**src/rtl/isa_ofifo_arbiter.sv**
```systemverilog
// Round-robin arbiter that writes atomic {port marker, data} pairs from the ISA
// event sources into the FPGA->Pi ring buffer and owns its read/write pointers.
module isa_ofifo_arbiter #(
  parameter int NREQ = 4,
  parameter int AW   = 11
) (
  input  logic              clk,
  input  logic              rst_n,
  input  logic [NREQ-1:0]   req_valid,
  input  logic [8*NREQ-1:0] req_port,
  input  logic [8*NREQ-1:0] req_data,
  output logic [NREQ-1:0]   req_ready,
  input  logic              flush,
  input  logic              rd_inc,
  output logic              wr_en,
  output logic [AW-1:0]     wr_addr,
  output logic [8:0]        wr_data,
  output logic [AW-1:0]     rd_addr,
  output logic              not_empty,
  output logic [AW-1:0]     level
);
  localparam int IW = (NREQ > 1) ? $clog2(NREQ) : 1;
  localparam logic [AW-1:0] ONE      = {{(AW-1){1'b0}}, 1'b1};
  // Largest occupancy that still leaves two free slots (2^AW - 3).
  localparam logic [AW-1:0] ROOM_MAX = {{(AW-2){1'b1}}, 2'b01};
  localparam logic [IW-1:0] LAST_RST = IW'(NREQ - 1);

  typedef enum logic [1:0] {IDLE = 2'd0, WA = 2'd1, WD = 2'd2} state_t;

  state_t          state, state_nx;
  logic [AW-1:0]   wp, rp, wp_nx, rp_nx;
  logic [IW-1:0]   last, last_nx, win, win_nx, pick;
  logic [7:0]      lat_port, lat_data, port_nx, data_nx;
  logic [7:0]      port_arr [NREQ];
  logic [7:0]      data_arr [NREQ];
  logic [NREQ-1:0] cand, ready_nx;
  logic            found, room, wr_en_nx, ne_nx;
  logic [AW-1:0]   wr_addr_nx, level_nx;
  logic [8:0]      wr_data_nx;

  for (genvar g = 0; g < NREQ; g++) begin : g_slice
    assign port_arr[g] = req_port[8*g +: 8];
    assign data_arr[g] = req_data[8*g +: 8];
  end

  assign room = ((wp - rp) <= ROOM_MAX);

  // Round-robin search after the last winner; the source acknowledged this
  // cycle is still showing its old request, so it is masked out.
  always_comb begin
    cand  = req_valid & ~req_ready;
    found = 1'b0;
    pick  = last;
    for (int k = 1; k <= NREQ; k++) begin
      if (!found && cand[IW'((int'(last) + k) % NREQ)]) begin
        found = 1'b1;
        pick  = IW'((int'(last) + k) % NREQ);
      end else begin
        found = found;
      end
    end
  end

  // Pair-writer FSM, pointer updates and next values of the registered outputs
  always_comb begin
    state_nx   = state;
    wp_nx      = wp;
    last_nx    = last;
    win_nx     = win;
    port_nx    = lat_port;
    data_nx    = lat_data;
    wr_en_nx   = 1'b0;
    wr_addr_nx = wr_addr;
    wr_data_nx = wr_data;
    ready_nx   = '0;
    if (rd_inc && (wp != rp)) begin
      rp_nx = rp + ONE;
    end else begin
      rp_nx = rp;
    end
    case (state)
      IDLE, WD: begin
        if (found && room) begin
          win_nx     = pick;
          port_nx    = port_arr[pick];
          data_nx    = data_arr[pick];
          wr_en_nx   = 1'b1;
          wr_addr_nx = wp;
          wr_data_nx = {1'b1, port_arr[pick]};
          wp_nx      = wp + ONE;
          state_nx   = WA;
        end else begin
          state_nx   = IDLE;
        end
      end
      WA: begin
        wr_en_nx      = 1'b1;
        wr_addr_nx    = wp;
        wr_data_nx    = {1'b0, lat_data};
        wp_nx         = wp + ONE;
        ready_nx[win] = 1'b1;
        last_nx       = win;
        state_nx      = WD;
      end
      default: state_nx = IDLE;
    endcase
    // Occupancy reported from the pointer covering writes already on the bus.
    if (flush) begin
      state_nx   = IDLE;
      wp_nx      = '0;
      rp_nx      = '0;
      last_nx    = last;
      wr_en_nx   = 1'b0;
      wr_addr_nx = '0;
      wr_data_nx = 9'h000;
      ready_nx   = '0;
      level_nx   = '0;
      ne_nx      = 1'b0;
    end else begin
      level_nx   = wp - rp_nx;
      ne_nx      = (wp != rp_nx);
    end
  end

  // State, pointers and registered outputs
  always_ff @(posedge clk or negedge rst_n) begin
    if (!rst_n) begin
      state     <= IDLE;
      wp        <= '0;
      rp        <= '0;
      last      <= LAST_RST;
      win       <= '0;
      lat_port  <= 8'h00;
      lat_data  <= 8'h00;
      wr_en     <= 1'b0;
      wr_addr   <= '0;
      wr_data   <= 9'h000;
      req_ready <= '0;
      rd_addr   <= '0;
      not_empty <= 1'b0;
      level     <= '0;
    end else begin
      state     <= state_nx;
      wp        <= wp_nx;
      rp        <= rp_nx;
      last      <= last_nx;
      win       <= win_nx;
      lat_port  <= port_nx;
      lat_data  <= data_nx;
      wr_en     <= wr_en_nx;
      wr_addr   <= wr_addr_nx;
      wr_data   <= wr_data_nx;
      req_ready <= ready_nx;
      rd_addr   <= rp_nx;
      not_empty <= ne_nx;
      level     <= level_nx;
    end
  end
endmodule
```
**config.mk**
```make
export PLATFORM = sky130hd
export DESIGN_NAME = isa_ofifo_arbiter
export DESIGN_NICKNAME = d
export VERILOG_FILES = /design/src/rtl/isa_ofifo_arbiter.sv
export SDC_FILE = /design/constraint.sdc
export NUM_CORES = 1
export LEC_CHECK = 0
export CAP_MARGIN = 20
export CORE_MARGIN = 3
export CORE_UTILIZATION = 53
export DETAILED_ROUTE_END_ITERATION = 8
export MAX_ROUTING_LAYER = met4
export PLACE_DENSITY_LB_ADDON = 0.3
export RECOVER_POWER = 50
export SYNTH_ARGS = -nofsm -noshare
export SYNTH_HDL_FRONTEND = slang
export SYNTH_SLANG_ARGS = --single-unit
```
**constraint.sdc**
```tcl
create_clock -name clk -period 9.7 [get_ports clk]
set_input_delay 1.455 -clock clk [delete_from_list [all_inputs] [get_ports clk]]
set_output_delay 1.455 -clock clk [all_outputs]
set_load 0.05 [all_outputs]
```
* After elaboration in Yosys (flattened, before gate mapping)
Index checks and enable logic that the tools add are counted.
** Storage, ports and cells
- Memories :: 0
- Input port bits :: 72
- Logic and storage cells :: 101
- RAM bits :: 0
- ROM bits :: 0
- Latch bits :: 0
- Register bits after elaboration :: 73
** Operators by class
- Eq/ne operators :: 5
- $add $sub $neg :: 8
- Multiplexer cells :: 49
- Bitwise logic cells :: 4
- Div/mod/pow operators :: 0
- Multipliers :: 0
- Shift operators :: 0
- $lt $le $gt $ge :: 8
- Reductions and logical operators :: 15
** Operators with widths (count)
- 11-bit two-way mux :: 7
- 11-bit case mux with 2 select lines :: 2
- 8-bit binary-select mux with 2-bit select :: 2
- 8-bit two-way mux :: 4
- 11-bit by 1-bit adder with 11-bit output (second input constant) :: 2
- 11-bit inequality test :: 2
- 11-bit subtractor :: 2
- 9-bit two-way mux :: 2
- 9-bit case mux with 2 select lines :: 1
- 1-bit two-way mux :: 17
- 2-bit by 4-bit < comparator with 1-bit output (second input constant) :: 4
- 11-bit <= comparator (second input constant) :: 1
- 2-bit two-way mux :: 5
- 1-bit binary-select mux with 2-bit select :: 4
- 4-bit two-way mux :: 2
- 1-bit logical AND :: 6
- 2-bit AND reduction :: 3
- 2-bit by 1-bit adder with 2-bit output (second input constant) :: 2
- 2-bit adder (second input constant) :: 2
- 4-bit bitwise AND :: 1
- 4-bit NOT :: 1
- 2-bit case mux with 2 select lines :: 1
- 3-bit greater-or-equal comparator (second input constant) :: 1
- 1-bit zero test :: 3
- other kinds (12) :: 12

* Logic depth before layout (Yosys ltp)
- Word-level depth :: 22
- Gate-level depth with buffers :: 15
- Gate-level depth less buffers :: 15

* Least setup slack after synthesis
No wires, ideal clock.
- Path kind :: reg2reg
- From :: register rp[2]
- To :: register level[10]
- Cell stages (with the launch flop) :: 16
- Library setup time :: 0.132 ns
- Slack :: 6.064 ns
- Arrival time :: 3.505 ns
- Cell sequence :: dfrtp_1 inv_1 ha_1 nand4_1 o41ai_1 xnor2_1 ha_1 inv_1 fa_1 a21o_1 a21oi_1 o21a_1 o211ai_1 a31oi_1 xnor2_1 nor2_1
** Between the ends
- Cells in the longest elaborated chain, start to end :: 5
- Elaborated cells on any way between the ends :: 6
** RTL lines
- from (decl) :: line 31 : logic [AW-1:0] wp, rp, wp_nx, rp_nx;
- from (signal assigned) :: line 145 : rp <= rp_nx;
- branches (longest 2 deep; another with 11-bit by 1-bit adder with 11-bit output)
- 11-bit two-way mux * :: line 76 : if (rd_inc && (wp != rp)) begin
- 11-bit subtractor * :: line 120 : level_nx = wp - rp_nx;
- 11-bit two-way mux * :: line 108 : if (flush) begin
- via level_nx[10] :: line 38 : logic [AW-1:0] wr_addr_nx, level_nx;
- to (signal assigned) :: line 156 : level <= level_nx;
- to (decl) :: line 20 : output logic [AW-1:0] level
Mark *: on every way through the listed nets, which the timed path passes.
A chain may end at the register's enable or synchronous reset.

* Worst setup path after layout
- From :: input flush
- To :: register wr_data[0]
** Between the ends
- Cells in the longest elaborated chain, start to end :: 2
- Elaborated cells on any way between the ends :: 4
** RTL lines
- from (decl) :: line 13 : input logic flush,
- 3-bit inequality test (no line) / 3-bit nonzero test (equally long branches)
- 2-bit AND reduction (no line)
- to (signal assigned) :: line 152 : wr_data <= wr_data_nx;
- to (decl) :: line 17 : output logic [8:0] wr_data,
Several ways; a longest one is shown, not always the timed one.

==> summary.md <==
| Metric | Value |
|---|---|
| Vias per cell | a little under 6 |
| Cells on Worst Hold Path | 2 |
| First-pass GRT wire length | around 21000 µm |
| # clock sinks | 73 |
| Count of final max-slew check failures | roughly 120 |
| Total count of hold-check failures in the final report | 0 |
| Total DRC errors in the routed layout | 0 |
| Fraction of registers with async set/reset | 100% |
| Die boundary height | 99.0 µm |
| Layout-stage area growth over the synthesis result | 32.4% |
| Initial DRC Count | approximately 250 |
| Syn Area/Cell | ~9.5 µm² |
| Final routed wire length divided by cell count | approximately 18 µm |
| Clock slew at reported path FFs | ~70 ps |
| Antenna cells | 0 |
| Transition at the pin with the smallest max-transition slack | approximately 3800 ps |
| Syn Nets | 578 |
| Vias | around 4200 |
| Setup-violating endpoint count in the final report | 0 |
| Violations in the final reports | max-capacitance violations, max-slew violations |
| Type of element capturing the critical path | flop |
| Remaining antenna violation count after routing | 0 |
| Fraction of layout cells with a size suffix above 1 | approximately a tenth |
| Gates resized, CTS repair | 0 |
| Cell chain of the critical path | dlygate4sd3_1 -> clkbuf_1 -> clkinv_1 -> nand2_1 -> nor2_1 -> a22oi_1 -> a31oi_1 |
| Largest cells by area after synthesis | sky130_fd_sc_hd__dfrtp_1 39%, sky130_fd_sc_hd__mux2_2 6.1%, sky130_fd_sc_hd__ha_1 6.0%, sky130_fd_sc_hd__mux2i_1 4.8%, sky130_fd_sc_hd__nand2_1 3.5% |
| Achievable clock frequency | between 150 and 200 MHz |
| Critical-path maximum fanout | 42 |
| Most common library cells after synthesis | 71 x sky130_fd_sc_hd__dfrtp_1, 43 x sky130_fd_sc_hd__nand2_1, 43 x sky130_fd_sc_hd__nor2_1 |
| Antenna violations before repair | 0 |
| Synth warn | 0 |
| Vias in the first global route | between 4000 and 5000 |
| Synth area leader | sky130_fd_sc_hd__dfrtp_1 |
| Number of synthesized register bits | 73 |
| Core footprint | roughly 8300 µm² |
| Cell family with the largest share of critical-path delay | buffers and inverters |
| Register area share after synthesis | 39.9% |
| Worst Setup Path Type | in2reg |
| Hold_buf cts | 0 |
| Count of flip-flops with a built-in enable after synthesis | 0 |
| Max incr delay on CP | around 1400 ps |
| Count of port buffers added during placement | around 120 |
| Setup TNS Final | 0 ps |
| Depth of the worst register-to-register path | 15 |
| Die outline width | ~99 µm |
| Sum of net half-perimeters after detailed placement | between 9000 and 10000 µm |
| Result of the run | finished with violations |
| Number of levels in the clock H-tree | 3 |
| Largest net degree at the start of global routing | 74 |
| RSZ-0062 raised after global routing | false |
| Post-synth cell types | slightly below 60 |
| Max_slew headroom | -154% |
| Post-Route WL | roughly 13000 µm |
| Final setup skew | around 6.3 ps |
| Global route total overflow | 0 |
| Post-placement cell area | a little under 6000 µm² |
| Count of nets after finishing | 692 |
| Stages on the worst setup path | 7 |
| Kind of path behind the tightest hold check | reg2reg |
| Critical path's slowest cell | sky130_fd_sc_hd__clkbuf_1 |
| Overall die area | about 10000 µm² |
| Overall fraction of global-route tracks in use | between 20 and 30% |
| Number of setup buffers added after CTS | 0 |
| Cells after Synth | 482 |
| Buf/Inv on CP | 3 |
| Final worst path period share | a little over half |
| Number of max-cap violations | 2 |
| Clock tree root buffer cell | sky130_fd_sc_hd__clkbuf_8 |
| Initial cell density of the core | a little under three fifths |
| Max VDD drop | approximately 180 µV |
| Area of the mapped netlist | approximately 4600 µm² |
| Slack of the critical path | around 4400 ps |
| Cell leakage power | approximately 2.6 nW |
| Site row count | 33 |
| Clock period minus final worst setup slack | approximately 5300 ps |
| Pwr Density | between 200 and 250 nW/µm² |
| Pre-antenna DRT Iters | 5 |
| Leading register cell type out of synthesis | sky130_fd_sc_hd__dfrtp_1 |
| Clock tree from TritonCTS | yes |
| Max clock buf depth | 2 |
| Startpoint type of the worst setup path | input port |
| Endpoint arrival time on the critical path | between 5000 and 6000 ps |
| Required time of the worst setup path | approximately 9900 ps |
| Clk Latency, worst-skew pair | 350 ps |
| Final weighted congestion of routability-driven global placement | 0.964 |
| Number of buffers created by CTS | 9 |
| Fraction of synthesized cell area taken by the top area cell type | 38.7% |
| Most instantiated library cell after synthesis | sky130_fd_sc_hd__dfrtp_1 |
| Worst slack at placement | about 5400 ps |
| Layout Cell Area excl Fill | roughly 6100 µm² |
| IO Count | 120 |
[cell usage in the layout, fill, tap and decap left out, types with 3 or more instances in the layout]
master	synthesis	final
sky130_fd_sc_hd__xor2_1	4	4
sky130_fd_sc_hd__clkbuf_1	9	3
sky130_fd_sc_hd__o21a_1	8	8
sky130_fd_sc_hd__o21ai_1	7	7
sky130_fd_sc_hd__clkdlybuf4s50_1	0	106
sky130_fd_sc_hd__or2_2	6	6
sky130_fd_sc_hd__dfrtp_1	71	71
sky130_fd_sc_hd__dlygate4sd3_1	0	12
sky130_fd_sc_hd__nand3_1	15	15
sky130_fd_sc_hd__nand2_1	43	44
sky130_fd_sc_hd__and3_1	3	3
sky130_fd_sc_hd__nor2b_1	9	9
sky130_fd_sc_hd__xnor2_1	17	17
sky130_fd_sc_hd__ha_1	22	22
sky130_fd_sc_hd__nand4_1	8	8
sky130_fd_sc_hd__clkbuf_8	0	10
sky130_fd_sc_hd__bufinv_16	0	3
sky130_fd_sc_hd__a31oi_1	10	10
sky130_fd_sc_hd__mux2_1	3	3
sky130_fd_sc_hd__a22oi_1	9	9
sky130_fd_sc_hd__o41ai_1	5	5
sky130_fd_sc_hd__mux2_2	25	25
sky130_fd_sc_hd__o21ai_0	21	21
sky130_fd_sc_hd__nor2_1	43	43
sky130_fd_sc_hd__a21oi_1	17	17
sky130_fd_sc_hd__o31ai_1	7	7
sky130_fd_sc_hd__nand2b_1	4	4
sky130_fd_sc_hd__mux2i_1	22	22
sky130_fd_sc_hd__and2_1	4	4
sky130_fd_sc_hd__inv_1	24	24
sky130_fd_sc_hd__nor3_1	18	18
sky130_fd_sc_hd__nor4_1	3	3
[power by group]
group,switching (mW),internal [mW],total (mW)
registers,0.0393,0.369,0.408
clock network,0.117,0.178,0.295
logic,0.359,0.251,0.610
total,0.516,0.797,1.31
[state kept, by name, indices dropped and copies added, names as in the netlist, 2 cells and up]
register / flops
wr_addr: 11
rp: 11
req_ready: 4
last: 2
win: 2
lat_data: 8
wr_data: 9
level: 11
wp: 11
state: 2
[area by class of cell]
cell class                      instances  area, µm²
Sequential cell                        73       1830
Multi-Input combinational cell        365       2570
Tap cell                              105        131
Inverter                               25       93.8
Fill cell                             593       2230
Timing Repair Buffer                  122       1200
Clock buffer                           11        141
Clock inverter                          5        103
[stage by stage]
| step | hold slack (ps) | power (mW) | cells | util (%) |
|---|---|---|---|---|
| floorplan | 450 | 0.834 | 482 | - |
| global placement | 468 | 1.01 | 690 | 70.4 |
| detailed placement | 476 | 1.02 | 690 | 70.4 |
| CTS | 493 | 1.32 | 706 | 73.3 |
| global route | 516 | 1.38 | 706 | 73.2 |
| finish | 494 | 1.31 | 706 | 73.2 |
[final timing paths]
kind,slack (ps),startpoint,endpoint
setup / recovery,4430,flush,wr_data[0]
hold / removal,490,lat_data[3],lat_data[3]
min in group asynchronous,2500,rst_n,level[4]
hold reg to reg,490,lat_data[3],lat_data[3]
max in group asynchronous,5040,rst_n,level[1]
setup reg to reg,5800,rp[2],level[8]
[cell families (layout without fill, tap and decap cells)]
| group | Yosys count | after routing | share of synthesized area [%] |
|---|---|---|---|
| adder cells (fa/ha/maj) | 24 | 24 | 6.88 |
| flip-flops | 73 | 73 | 39.9 |
| AO/OA/AOI/OAI | 100 | 100 | 14.4 |
| AND/OR/NAND/NOR | 167 | 167 | 18.0 |
| buffers and inverters | 44 | 163 | 4.09 |
| multiplexers | 51 | 51 | 12.0 |
| XOR/XNOR | 23 | 23 | 4.72 |
[worst min-delay path, delay by kind of cell (launching register included)]
kind               cells  cell delay [ps]
and+or+nand+nor        1               40
DFF                    1              350
AOI/OAI and AO/OA      1               70
[layer usage]
metal,vias to the layer above,routed length [µm],part of all wire (%),track usage (%)
met5,-,0,0,-
met4,0,301,2.3,8.82
met3,41,1060,8.2,6.23
met2,203,6460,50,47.3
met1,2018,5190,40,32.8
li1,1948,-,-,-
(Power assumes the default switching activity.)
